**config.mk**
```make
export PLATFORM = sky130hd
export DESIGN_NAME = controller_poller
export DESIGN_NICKNAME = d
export VERILOG_FILES = /design/src/rtl/controller_pkg.sv /design/src/rtl/controller_shifter.sv /design/src/rtl/controller_poller.sv
export SDC_FILE = /design/constraint.sdc
export NUM_CORES = 1
export LEC_CHECK = 0
export ABC_AREA = 1
export CAP_MARGIN = 5
export CORE_ASPECT_RATIO = 0.9
export CORE_UTILIZATION = 55
export CTS_CLUSTER_SIZE = 24
export DETAILED_ROUTE_END_ITERATION = 12
export DONT_BUFFER_PORTS = 1
export PLACE_DENSITY_LB_ADDON = 0.1
export SETUP_SLACK_MARGIN = 0.2
export SLEW_MARGIN = 20
export SYNTH_ARGS = -nofsm -noshare
export SYNTH_HDL_FRONTEND = slang
export SYNTH_SLANG_ARGS = --single-unit
```
**constraint.sdc**
```tcl
create_clock -name clk_12_5875 -period 3.95 [get_ports clk_12_5875]
set_input_delay 0.5925 -clock clk_12_5875 [delete_from_list [all_inputs] [get_ports clk_12_5875]]
set_output_delay 0.5925 -clock clk_12_5875 [all_outputs]
set_load 0.1 [all_outputs]
```
**src/rtl/controller_pkg.sv**
```systemverilog
// Shared definitions for the NES-style gamepad poller.
// - state_t and its localparam encodings: poller FSM states
// - NUM_BUTTONS: bits per pad
// - BTN_*: bit positions in the active-high button bytes (first bit shifted in lands in bit 7)
package controller_pkg;

  typedef logic [2:0] state_t;

  localparam state_t StIdle  = 3'd0;
  localparam state_t StLatch = 3'd1;
  localparam state_t StLow   = 3'd2;
  localparam state_t StHigh  = 3'd3;
  localparam state_t StDone  = 3'd4;

  localparam int unsigned NUM_BUTTONS = 8;

  localparam int unsigned BTN_A      = 7;
  localparam int unsigned BTN_B      = 6;
  localparam int unsigned BTN_SELECT = 5;
  localparam int unsigned BTN_START  = 4;
  localparam int unsigned BTN_UP     = 3;
  localparam int unsigned BTN_DOWN   = 2;
  localparam int unsigned BTN_LEFT   = 1;
  localparam int unsigned BTN_RIGHT  = 0;

endpackage

```
**src/rtl/controller_shifter.sv**
```systemverilog
// Per-pad data path: 2-flop synchronizer, shadow shift register, published button register.
// Ports:
//   clk_12_5875  system clock
//   rst_B        async active-low reset
//   data_in_B    pad serial data, active low, asynchronous
//   sample_i     shift one synchronized bit into the shadow register
//   publish_i    with sample_i: this is the final bit, update the output register too
//   buttons_o    active-high button byte, changes only on publish
module controller_shifter
  import controller_pkg::*;
#(
  parameter int unsigned NUM_BITS = NUM_BUTTONS
) (
  input  logic                clk_12_5875,
  input  logic                rst_B,
  input  logic                data_in_B,
  input  logic                sample_i,
  input  logic                publish_i,
  output logic [NUM_BITS-1:0] buttons_o
);

  logic [1:0]          sync_q;
  logic [NUM_BITS-1:0] shadow_q;
  logic [NUM_BITS-1:0] buttons_q;
  logic [NUM_BITS-1:0] shifted;

  // Invert on entry so the shadow register is already active-high.
  assign shifted = {shadow_q[NUM_BITS-2:0], ~sync_q[1]};

  always_ff @(posedge clk_12_5875 or negedge rst_B) begin
    if (!rst_B) begin
      sync_q    <= 2'b11;
      shadow_q  <= '0;
      buttons_q <= '0;
    end else begin
      sync_q <= {sync_q[0], data_in_B};
      if (sample_i) begin
        shadow_q <= shifted;
        // Load the completed byte directly so it appears together with valid.
        if (publish_i) begin
          buttons_q <= shifted;
        end
      end
    end
  end

  assign buttons_o = buttons_q;

endmodule

```
**src/rtl/controller_poller.sv**
```systemverilog
// Sequencer for two NES-style serial gamepads sharing latch/clock pins.
// Ports:
//   clk_12_5875, rst_B          system clock, async active-low reset
//   start                       poll request (pulse or level)
//   controller_clk/_latch       shared pad shift clock and parallel-load strobe
//   controller_N_data_in_B      pad serial data, active low
//   controller_N_buttons        active-high button bytes, updated atomically
//   busy                        poll in progress (LATCH..DONE)
//   valid                       one-cycle pulse when the button bytes update
module controller_poller
  import controller_pkg::*;
#(
  parameter int unsigned PHASE    = 64,
  parameter int unsigned NUM_BITS = NUM_BUTTONS
) (
  input  logic                clk_12_5875,
  input  logic                rst_B,
  input  logic                start,
  output logic                controller_clk,
  output logic                controller_latch,
  input  logic                controller_1_data_in_B,
  input  logic                controller_2_data_in_B,
  output logic [NUM_BITS-1:0] controller_1_buttons,
  output logic [NUM_BITS-1:0] controller_2_buttons,
  output logic                busy,
  output logic                valid
);

  localparam int unsigned PhaseW = $clog2(PHASE);
  localparam int unsigned BitW   = $clog2(NUM_BITS + 1);
  localparam logic [PhaseW-1:0] PhaseLast = PhaseW'(PHASE - 1);
  localparam logic [BitW-1:0]   BitLast   = BitW'(NUM_BITS - 1);

  state_t            state_q, state_d;
  logic [PhaseW-1:0] phase_q, phase_d;
  logic [BitW-1:0]   bit_q, bit_d;
  logic              clk_q, latch_q, busy_q, valid_q;
  logic              phase_last;
  logic              sample;
  logic              publish;

  assign phase_last = (phase_q == PhaseLast);
  assign publish    = (bit_q == BitLast);

  always_comb begin
    state_d = state_q;
    phase_d = phase_q + PhaseW'(1);
    bit_d   = bit_q;
    sample  = 1'b0;
    case (state_q)
      StIdle: begin
        phase_d = '0;
        if (start) begin
          state_d = StLatch;
          bit_d   = '0;
        end
      end
      StLatch: begin
        if (phase_last) begin
          state_d = StLow;
          phase_d = '0;
        end
      end
      StLow: begin
        if (phase_last) begin
          sample  = 1'b1;
          bit_d   = bit_q + BitW'(1);
          phase_d = '0;
          state_d = publish ? StDone : StHigh;
        end
      end
      StHigh: begin
        if (phase_last) begin
          state_d = StLow;
          phase_d = '0;
        end
      end
      StDone: begin
        state_d = StIdle;
        phase_d = '0;
      end
      default: begin
        state_d = StIdle;
        phase_d = '0;
      end
    endcase
  end

  // Pin and status outputs are registered from the next state so they are glitch-free
  // and always agree with state_q.
  always_ff @(posedge clk_12_5875 or negedge rst_B) begin
    if (!rst_B) begin
      state_q <= StIdle;
      phase_q <= '0;
      bit_q   <= '0;
      clk_q   <= 1'b0;
      latch_q <= 1'b0;
      busy_q  <= 1'b0;
      valid_q <= 1'b0;
    end else begin
      state_q <= state_d;
      phase_q <= phase_d;
      bit_q   <= bit_d;
      clk_q   <= (state_d == StHigh);
      latch_q <= (state_d == StLatch);
      busy_q  <= (state_d != StIdle);
      valid_q <= (state_d == StDone);
    end
  end

  assign controller_clk   = clk_q;
  assign controller_latch = latch_q;
  assign busy             = busy_q;
  assign valid            = valid_q;

  controller_shifter #(
    .NUM_BITS (NUM_BITS)
  ) u_pad1 (
    .clk_12_5875 (clk_12_5875),
    .rst_B       (rst_B),
    .data_in_B   (controller_1_data_in_B),
    .sample_i    (sample),
    .publish_i   (publish),
    .buttons_o   (controller_1_buttons)
  );

  controller_shifter #(
    .NUM_BITS (NUM_BITS)
  ) u_pad2 (
    .clk_12_5875 (clk_12_5875),
    .rst_B       (rst_B),
    .data_in_B   (controller_2_data_in_B),
    .sample_i    (sample),
    .publish_i   (publish),
    .buttons_o   (controller_2_buttons)
  );

endmodule

```
-- Word-level counts from Yosys, hierarchy flattened
Index checks and enable logic that the tools add are counted.
- output and inout bits: 20
- logic and storage cells: 46
- input port bits: 5
- register bits after elaboration: 51
- bitwise logic cells: 2
- eq/ne operators: 10
- mux-type cells: 12
- reductions and logical operators: 7
- add/sub/neg operators: 2
- operator list (kind ; number):
    $mux 3 ; 4
    $mux 6 ; 2
    $eq 3x2->1 const B ; 3
    $pmux 3 s3 ; 1
    $mux 4 ; 2
    $pmux 4 s2 ; 1
    $add 6x1->6 const B ; 1
    $eq 3x1->1 const B ; 2
    $eq 6x6->1 const B ; 1
    $add 4x1->4 const B ; 1
    $eq 4x3->1 const B ; 1
    $ne 2x2->1 const B ; 2
    $eq 3x3->1 const B ; 1
    $logic_not 3->1 ; 1
    $reduce_and 3->1 ; 1
    $reduce_bool 3->1 ; 1
    $reduce_or 3->1 ; 1
    $mux 1 ; 2
    $not 1->1 ; 2
    $reduce_and 2->1 ; 1
    $reduce_bool 2->1 ; 1
    $reduce_or 2->1 ; 1

-- Logic depth before layout (Yosys ltp)
Gate-level depths: netlist of the first run.
- depth in word-level cells: 5
- mapped depth: 9
- depth with buffers taken out: 9

-- Cells and area by module
From an unflattened synthesis of the first run, not the netlist that was laid out.
- cells, all modules: 226
- area, all modules: 2179.6 um^2
- modules (own cells, without submodules) (module ; seq. area each (um^2) ; instances ; area each (um^2) ; cells each):
    controller_shifter ; 427.9 ; 2 ; 681.9 ; 67
    controller_poller ; 425.4 ; 1 ; 815.8 ; 92

-- Worst setup path before layout of the first run
No wires, ideal clock.
- kind: reg2out
- start: register u_pad1.buttons_q[0] (netlist: u_pad1.buttons_o[0])
- end: output controller_1_buttons[0]
- cell stages (with the launch flop): 1
- arrival time: 0.898 ns
- slack: 2.460 ns
- path buffers: 0
- required time: 3.357 ns
- path through: dfrtp_1
- RTL lines (element ; line ; RTL):
    from (decl) ; controller_shifter.sv:24 ; logic [NUM_BITS-1:0] buttons_q;
    from (signal assigned) ; controller_shifter.sv:41 ; buttons_q <= shifted;
    to (decl) ; controller_poller.sv:23 ; output logic [NUM_BITS-1:0] controller_1_buttons,
No word-level cell between the ends.

-- Worst setup path in the final report of the first run
- start: register u_pad1.buttons_q[7] (netlist: u_pad1.buttons_o[7])
- end: output controller_1_buttons[7]
No word-level cell between the ends.

==> results of run 1 <==
registers in the layout, summed over array words and instances (netlist names), 2 cells and up:
register	flops
phase_q	6
u_pad2.buttons_o	8
bit_q	4
u_pad1.shadow_q	7
u_pad1.buttons_o	8
state_q	3
u_pad2.shadow_q	7
u_pad1.sync_q	2
u_pad2.sync_q	2
report_power, final:
group	switching, mW	leakage (nW)	internal (mW)
clock	0.153	0.0524	0.189
sequential	0.000856	0.669	0.525
combinational	0.00855	0.343	0.00293
total	0.162	1.06	0.718
worst paths after layout:
check	startpoint	endpoint	slack, ps
worst max-delay path	u_pad1.buttons_o[7]$_DFFE_PN0P_	controller_1_buttons[7]	2100
worst min-delay path	rst_B	state_q[0]$_DFF_PN0_	130
worst max register to register	phase_q[0]$_DFF_PN0_	u_pad1.buttons_o[1]$_DFFE_PN0P_	2330
worst min register to register	u_pad1.sync_q[0]$_DFF_PN1_	u_pad1.sync_q[1]$_DFF_PN1_	360
max in group asynchronous	rst_B	u_pad1.buttons_o[4]$_DFFE_PN0P_	3610
min in group clk_12_5875	controller_1_data_in_B	u_pad1.sync_q[0]$_DFF_PN1_	290
Yosys cell counts:
master / n
inv_2: 2
nand2_4: 1
nand3_2: 1
dfstp_2: 4
a21oi_1: 4
nand4_1: 1
nand2_2: 3
nor3_1: 2
nor2_2: 2
buf_2: 1
o21ai_0: 3
dfrtp_1: 47
o21ai_1: 20
ha_1: 2
nand3_1: 8
nand2_1: 52
inv_1: 31
o21ai_2: 8
nor2_1: 8
o21bai_1: 1
nand3_4: 1
buf_6: 4
nor2_4: 2
xor2_1: 2
kinds of logic (layout without fill, tap and decap cells):
| family | count (synthesis) | in the layout |
|---|---|---|
| simple gates | 81 | 81 |
| flops | 51 | 51 |
| buf+inv | 38 | 42 |
| compound gates | 36 | 36 |
| fa+ha+maj | 2 | 2 |
| xor+xnor | 2 | 2 |
metal layers:
metal | vias up | wire (um) | global-route usage, %
met5 | - | 0 | 0
met4 | 0 | 44 | 8.207
met3 | 6 | 123 | 5.075
met2 | 19 | 1646 | 33.04
met1 | 656 | 1560 | 24.34
li1 | 662 | - | -
layout make-up:
type,count,area [um2]
clock buffer,7,76.32
clock inverter,1,30.03
fill,290,1280
inverter,33,123.9
multi-input combinational,121,629.4
sequential,51,1281
tap,44,55.05
timing repair buffer,1,27.53
==> results.toml, run 1 <==
[outcome]
outcome = "completed"

[floorplanning]
fp-row-count = 20
io_pins = 25
core_area_um2 = 3503
fp.dieH_um = 60.41
die_area_um2 = 4041
initial_core_util_pct = 59.50
die_w_um = 66.90

[final_layout]
n_antenna_cell = 0
final_cell_mix = "52 x nand2_1, 47 x dfrtp_1, 31 x inv_1"
syn_to_final_growth_pct = 6.663
final_area_um2 = 2223
fin_util_pct = 63.46
final_common_cell = "nand2_1"
final_nets = 220
finalNonFillerCells = 258
drive_gt1_share_pct = 14.49

[synthesis]
synth_top_family_by_area = "simple AND/OR/NAND/NOR gates"
syn-mean-instance-area_um2 = 9.926
synth_fa_ha_area_share_pct = 1.200
synth.top_cell.area_share_pct = 56.42
yosys.area_share.xor_xnor_pct = 0.8403
ys_warn_count = 0
synth_mux_area_share_pct = 0
yosys.cell_types.count = 24
yosysSeqAreaShare_pct = 61.46
synth_cells = 210
syn-num-nets = 217
synth_area_leaders = "dfrtp_1 56%, nand2_1 9.4%, inv_1 5.6%"
synth_top_area_cell = "dfrtp_1"
ys_seq_elements = 51
synth_compound_area_share_pct = 10.20
syn_area_um2 = 2084
yosys.area_share.simple_pct = 17.95

[detailed_routing]
ant_nets = 0
drtIter0Drc = 34
viasPerCell = 5.205
wl_per_cell_um = 13.08
vias = 1343
drt_wl_total_mm = 3.374
route.detailed.drc = 0
drt-pass1-iter-count = 4

[clocking]
cts_resized = 0
cts_buffers = 5
clkTransAtPathRegs_ps = 90
clock_latency_ps = 300
root_buffer = "clkbuf_8"
clockBufferDepth = 2
hold_buffers = 1
postCtsSetupBuffers = 0
cts_tree = "yes"
cts.sinks = 51
h-tree-depth = 2

[hold_path]
holdCritPathClass = "input pin to async pin"

[grt]
grt_pass1_wl_mm = 5.740
antenna_found_initial = 0
track_usage_pct = 19.61
first_global_vias = 1304
grt-ovfl-total = 0
grt_max_degree = 48

[sta]
layout_min_cycle_time_ps = 1846
fin_worst_skew_ps = 8.971
period_share_pct = 46.72
setup_viol = 0
rsz0062_at_grt = "no"
slew_headroom_pct = 38.79
fin_ws_ps = 2104
fin_tns_setup_ps = 0
hold_viol_final = 0
fmax_ghz = 0.5418
timing.hold.ws_ps = 130.7
drv_slew = 0
tightest_slew_ps = 918.2

[power_and_ir_drop]
fin_total_pwr_mw = 0.8798
max-vdd-ir-drop_uv = 258.0
powerDensity_nw_per_um2 = 395.7
leakage_nw = 1.064

[worst_setup_path]
cp-start-kind = "register"
cp.arrival_ps = 1250
path_class = "register to primary output"
crit_path_max_fanout = 2
required_ps = 3360
r2r_cells = 7
end_kind = "primary output"
cp.depth = 0

[flow_run]
cap_violations = 0

[placement]
port_buffers = 0
gp_congestion = 0.7671
place_hpwl_mm = 2.287
place_area_um2 = 2090
placed_cells = 249
pre_cts_ws_ps = 2340
Note: power is estimated with default switching activity, not from simulation.
==> inputs of run 2 (changes only) <==
Clock period 3.95 ns to 1.7 ns, I/O delays scaled along.
==> run 2 against run 1 <==
- critical path type is now register to register
- sequential share of layout area fell by 8.2 points
- setup slack got worse by 1800 ps
- non-clock buffer count rose by 32
- largest cell class unchanged
- total power rose by 140%
- clock skew fell by 4.0 ps
==> results.toml, run 2 (synthesized netlist as in run 1, its figures left out) <==
[placement]
port_buffers = 0
place_hpwl_mm = 2.310
pre_cts_ws_ps = 63.32
placed_cells = 270
gp_congestion = 0.7721

[clocking]
clock_latency_ps = 300
cts_buffers = 5
clkTransAtPathRegs_ps = 90
h-tree-depth = 2
clockBufferDepth = 2
cts_tree = "yes"
root_buffer = "clkbuf_8"
cts.sinks = 51

[detailed_routing]
drtIter0Drc = 116
ant_nets = 0
viasPerCell = 5.065
vias = 1474
drt_wl_total_mm = 3.915
route.detailed.drc = 0
wl_per_cell_um = 13.45
drt-pass1-iter-count = 4

[sta]
fin_worst_skew_ps = 4.987
fmax_ghz = 0.6968
setup_viol = 0
layout_min_cycle_time_ps = 1435
tightest_slew_ps = 292.0
period_share_pct = 84.42
timing.hold.ws_ps = 335.4
rsz0062_at_grt = "yes"
slew_headroom_pct = 80.53
fin_tns_setup_ps = 0
drv_slew = 0
hold_viol_final = 0
fin_ws_ps = 264.8

[hold_path]
min_to = "bit_q[1]$_DFFE_PN0P_"
hold_depth = 3
hp-start = "start"
holdCritPathClass = "input pin to register"

[grt]
antenna_found_initial = 0
use_met2_pct = 36.51
grt-ovfl-total = 0
grt_max_degree = 52
track_usage_pct = 21.39
grtUsageMet1_pct = 26.85
grt_use_met3_pct = 7.143
grt_pass1_wl_mm = 6.237
grt_busiest_layer = "met2"
first_global_vias = 1355

[worst_setup_path]
path_class = "register to register"
required_ps = 1890
r2r_cells = 6
crit_path_max_fanout = 13
cp.arrival_ps = 1630
cp-start-kind = "register"
reg2reg_from = "bit_q[0]$_DFFE_PN0P_"
r2r_slack_ps = 260
r2r-end = "u_pad1.buttons_o[1]$_DFFE_PN0P_"
end_kind = "register"

[floorplanning]
die_w_um = 66.90
io_pins = 25
fp.dieH_um = 60.41
fp-row-count = 20
die_area_um2 = 4041
core_area_um2 = 3503
initial_core_util_pct = 59.50

[final_layout]
finalNonFillerCells = 291
final_cell_mix = "50 x nand2_1, 47 x dfrtp_1, 30 x inv_1"
drive_gt1_share_pct = 27.53
syn_to_final_growth_pct = 24.43
n_antenna_cell = 0
final_nets = 253
final_common_cell = "nand2_1"

[power_and_ir_drop]
leakage_nw = 1.240
fin_total_pwr_mw = 2.074
powerDensity_nw_per_um2 = 799.6
max-vdd-ir-drop_uv = 761.5

[outcome]
outcome = "completed"

[flow_run]
cap_violations = 0
## run 2: layout make-up
| class | count | area (um2) |
|---|---|---|
| clock buffers | 7 | 76.32 |
| fillers | 268 | 909.6 |
| clock inverters | 1 | 30.03 |
| flip-flops and latches | 51 | 1281 |
| inverters | 33 | 123.9 |
| repair buffers | 33 | 325.3 |
| multi-input cells | 122 | 701.9 |
| well taps | 44 | 55.05 |
## run 2: worst max-delay path by stage
stage | startpoint | to | slack [ps]
global route | bit_q[0]$_DFFE_PN0P_ | busy$_DFF_PN0_ | 160
detailed placement | phase_q[0]$_DFF_PN0_ | u_pad1.buttons_o[7]$_DFFE_PN0P_ | 60
finish | bit_q[0]$_DFFE_PN0P_ | u_pad1.buttons_o[1]$_DFFE_PN0P_ | 260
floorplan | phase_q[0]$_DFF_PN0_ | u_pad1.buttons_o[6]$_DFFE_PN0P_ | 340
global placement | phase_q[0]$_DFF_PN0_ | u_pad2.buttons_o[5]$_DFFE_PN0P_ | 170
CTS | phase_q[0]$_DFF_PN0_ | u_pad1.buttons_o[7]$_DFFE_PN0P_ | 180
## run 2: through the flow
step	utilization [%]	area, um2
after floorplan	-	2085
after global placement	64.50	2260
after detailed placement	64.50	2260
after CTS	71.07	2490
after global routing	74.04	2594
final	74.04	2594
## run 2: where the power goes
| group | leakage (nW) | total (mW) | internal [mW] | switching (mW) |
|---|---|---|---|---|
| Clock | 0.0524 | 0.816 | 0.441 | 0.375 |
| Combinational | 0.518 | 0.0355 | 0.0112 | 0.0243 |
| Sequential | 0.669 | 1.22 | 1.22 | 0.00245 |
## run 2: timing repair
item                                    CTS  global route
cloned                                    1             0
hold endpoints to repair                 53             0
hold buffers                              4             0
endpoints found under the setup margin   27            34
resized for setup                         5             8
setup buffers                             2             6
pin swaps                                 1             5
## run 2: critical path, stage by stage (launching register included)
cell and delay (ps):
dfrtp_1 390, ha_2 210, nand2_2 80, nor2_4 220, nand3_4 240, nand2_1 110
o21ai_1 60
## run 2: metal layers
metal,wire [um],up-vias
li1,-,727
met1,1735,719
met2,2013,24
met3,139,4
met4,27,0
met5,0,-
==> inputs of run 3 (changes only) <==
Settings changed: ABC_AREA 1 to 0.
Clock period 1.7 ns to 1.21 ns, I/O delays scaled along.
==> run 3 against run 2 <==
- the run now ends with hold timing, setup timing left
- setup slack worse by 620 ps
- first-iteration DRC count is 37% higher
- cell area is 17% higher
- final cell count is 15% lower
- sequential share of layout area is 6.3 points lower
- global-route usage is 4.2 points higher
- register-to-register slack worse by 620 ps
- die area is 0.63% higher
- sequential power is 41% higher
- flip-flop and latch count stayed put
==> results.toml, run 3 <==
[final_layout]
n_antenna_cell = 0
drive_gt1_share_pct = 59.80
final_cell_mix = "33 x dfrtp_1, 22 x buf_4, 17 x mux2_4, 17 x buf_12"
fill_cells = 149
final_common_cell = "dfrtp_1"
final_nets = 210
multi_input_area_um2 = 874.6
finalNonFillerCells = 248
seq_area_um2 = 1309
syn_to_final_growth_pct = 44.60

[detailed_routing]
route.detailed.drc = 0
drt-pass1-iter-count = 4
drt_wl_total_mm = 4.758
wl_per_cell_um = 19.19
viasPerCell = 5.871
ant_nets = 0
drtIter0Drc = 159
vias = 1456

[worst_setup_path]
r2r_slack_ps = -360
end_kind = "register"
cp.arrival_ps = 1770
required_ps = 1410
path_class = "register to register"
reg2reg_from = "phase_q[1]$_DFF_PN0_"
cpPeakStageDelay_ps = 370
r2r-end = "u_pad1.buttons_o[5]$_DFFE_PN0P_"
cp_slowest_cell = "dfrtp_1"
cp-start-kind = "register"
crit_chain = "ha_2 > and4_4 > nand3b_4 > buf_16 > mux2_4"
r2r_cells = 5
crit_path_max_fanout = 8

[synthesis]
yosysSeqAreaShare_pct = 61.06
syn-mean-instance-area_um2 = 13.90
synth-edff-count = 0
synth_mux_area_share_pct = 17.47
yosys.cell_types.count = 41
async_reset_ff_share_pct = 100.0
yosys.area_share.xor_xnor_pct = 1.252
synth_top_cells_by_count = "47 x dfrtp_1, 21 x mux2_2, 9 x inv_1"
syn_area_um2 = 2098
synth_area_leaders = "dfrtp_1 56%, mux2_2 11%, dfstp_2 5.0%"
synth.top_cell.area_share_pct = 56.05
synth_top_area_cell = "dfrtp_1"
ys_warn_count = 0
yosysMostFrequentCell = "dfrtp_1"
yosys.area_share.simple_pct = 9.123
synth_cells = 151
synth_top_family_by_area = "multiplexers"
syn-num-nets = 158
synthFlopType = "dfrtp_1"
synth_compound_area_share_pct = 6.023
synth_fa_ha_area_share_pct = 1.193
ys_seq_elements = 51

[clocking]
root_buffer = "clkbuf_8"
cts.sinks = 51
hold_buffers = 2
clock_latency_ps = 310
clkTransAtPathRegs_ps = 90
cts_tree = "yes"
clockBufferDepth = 2
cts_buffers = 5
h-tree-depth = 2

[sta]
fmax_ghz = 0.6373
timing.hold.ws_ps = -444.4
rsz0062_at_grt = "yes"
hold_viol_final = 51
fin_tns_setup_ps = -12550
drv_slew = 0
fin_worst_skew_ps = 4.510
slew_headroom_pct = 74.20
tightest_slew_ps = 383.5
fin_ws_ps = -359.1
period_share_pct = 129.7
setup_viol = 45
layout_min_cycle_time_ps = 1569

[outcome]
violations = "hold timing, setup timing"
outcome = "finished, violations left"

[power_and_ir_drop]
max-vdd-ir-drop_uv = 1064
leakage_nw = 1.436
powerDensity_nw_per_um2 = 927.8

[floorplanning]
core_area_um2 = 3503
fp.dieH_um = 60.60
io_pins = 25
initial_core_util_pct = 59.89
fp-row-count = 20
die_area_um2 = 4066
die_w_um = 67.11

[grt]
track_usage_pct = 25.58
antenna_found_initial = 0
grt-ovfl-total = 0
grt_max_degree = 52
first_global_vias = 1517
grt_pass1_wl_mm = 7.348

[placement]
gp_congestion = 0.8748
placed_cells = 226
place_hpwl_mm = 2.643
pre_cts_ws_ps = -391.3
port_buffers = 0

[flow_run]
cap_violations = 0

[hold_path]
holdCritPathClass = "input pin to async pin"
-- run 3: cells by family after synthesis --
logic type | after synthesis
flip-flops | 51
multiplexers | 31
AND/OR/NAND/NOR | 30
AO/OA/AOI/OAI | 18
buffers and inverters | 16
XOR/XNOR | 3
adder cells (fa/ha/maj) | 2
-- run 3: cell type report --
cell class / instances / share of cell area [%]
flip-flops and latches: 51 / 43.13
multi-input cells: 85 / 28.82
repair buffers: 51 / 21.69
clock buffers: 7 / 3.175
well taps: 44 / 1.814
inverters: 9 / 1.113
clock inverters: 1 / 0.2474
-- run 3: critical path: cells and delay by family (launching register included) --
family,cells,cell delay (ps)
flops,1,370
fa+ha+maj,1,200
simple gates,2,410
mux,1,300
buf+inv,1,180
-- run 3: per-stage QoR --
step / cell area, um2 / power, mW / utilization [%]
floorplan: 2175 / 1.751 / -
detailed placement: 2648 / 1.753 / 75.57
global route: 3034 / 2.904 / 86.61
finish: 3034 / 2.815 / 86.61
global placement: 2648 / 1.753 / 75.57
CTS: 2943 / 2.801 / 84.00
-- run 3: worst max-delay path by stage --
stage | startpoint | endpoint | slack (ps) | depth (start not counted)
final | phase_q[1]$_DFF_PN0_ | u_pad1.buttons_o[5]$_DFFE_PN0P_ | -360 | 5
after detailed placement | phase_q[1]$_DFF_PN0_ | u_pad1.shadow_q[3]$_DFFE_PN0P_ | -390 | 4
after CTS | phase_q[0]$_DFF_PN0_ | bit_q[3]$_DFFE_PN0P_ | -330 | 7
after floorplan | phase_q[0]$_DFF_PN0_ | u_pad1.shadow_q[4]$_DFFE_PN0P_ | -360 | 6
after global routing | phase_q[0]$_DFF_PN0_ | u_pad1.buttons_o[4]$_DFFE_PN0P_ | -400 | 5
after global placement | phase_q[1]$_DFF_PN0_ | u_pad1.shadow_q[1]$_DFFE_PN0P_ | -330 | 4
-- run 3: power by group --
part,switching [mW],internal [mW]
clock network,0.570,0.521
registers,0.00331,1.71
logic,0.000891,0.00515
total,0.574,2.24
-- run 3: layer usage --
layer	track usage [%]	share of wire [%]	wire length, um	up-vias
met3	6.203	4.3	206	10
met5	0	0	0	-
li1	-	-	-	644
met1	34.79	43	2054	749
met2	39.14	51	2405	53
met4	11.85	1.9	91	0
-- run 3: repair_timing --
item / in CTS / in global routing
endpoints found under the hold margin: 53 / 51
resized for setup: 23 / 13
setup buffers: 6 / 4
endpoints found under the setup margin: 66 / 67
gates cloned: 2 / 0
pin swaps: 11 / 6
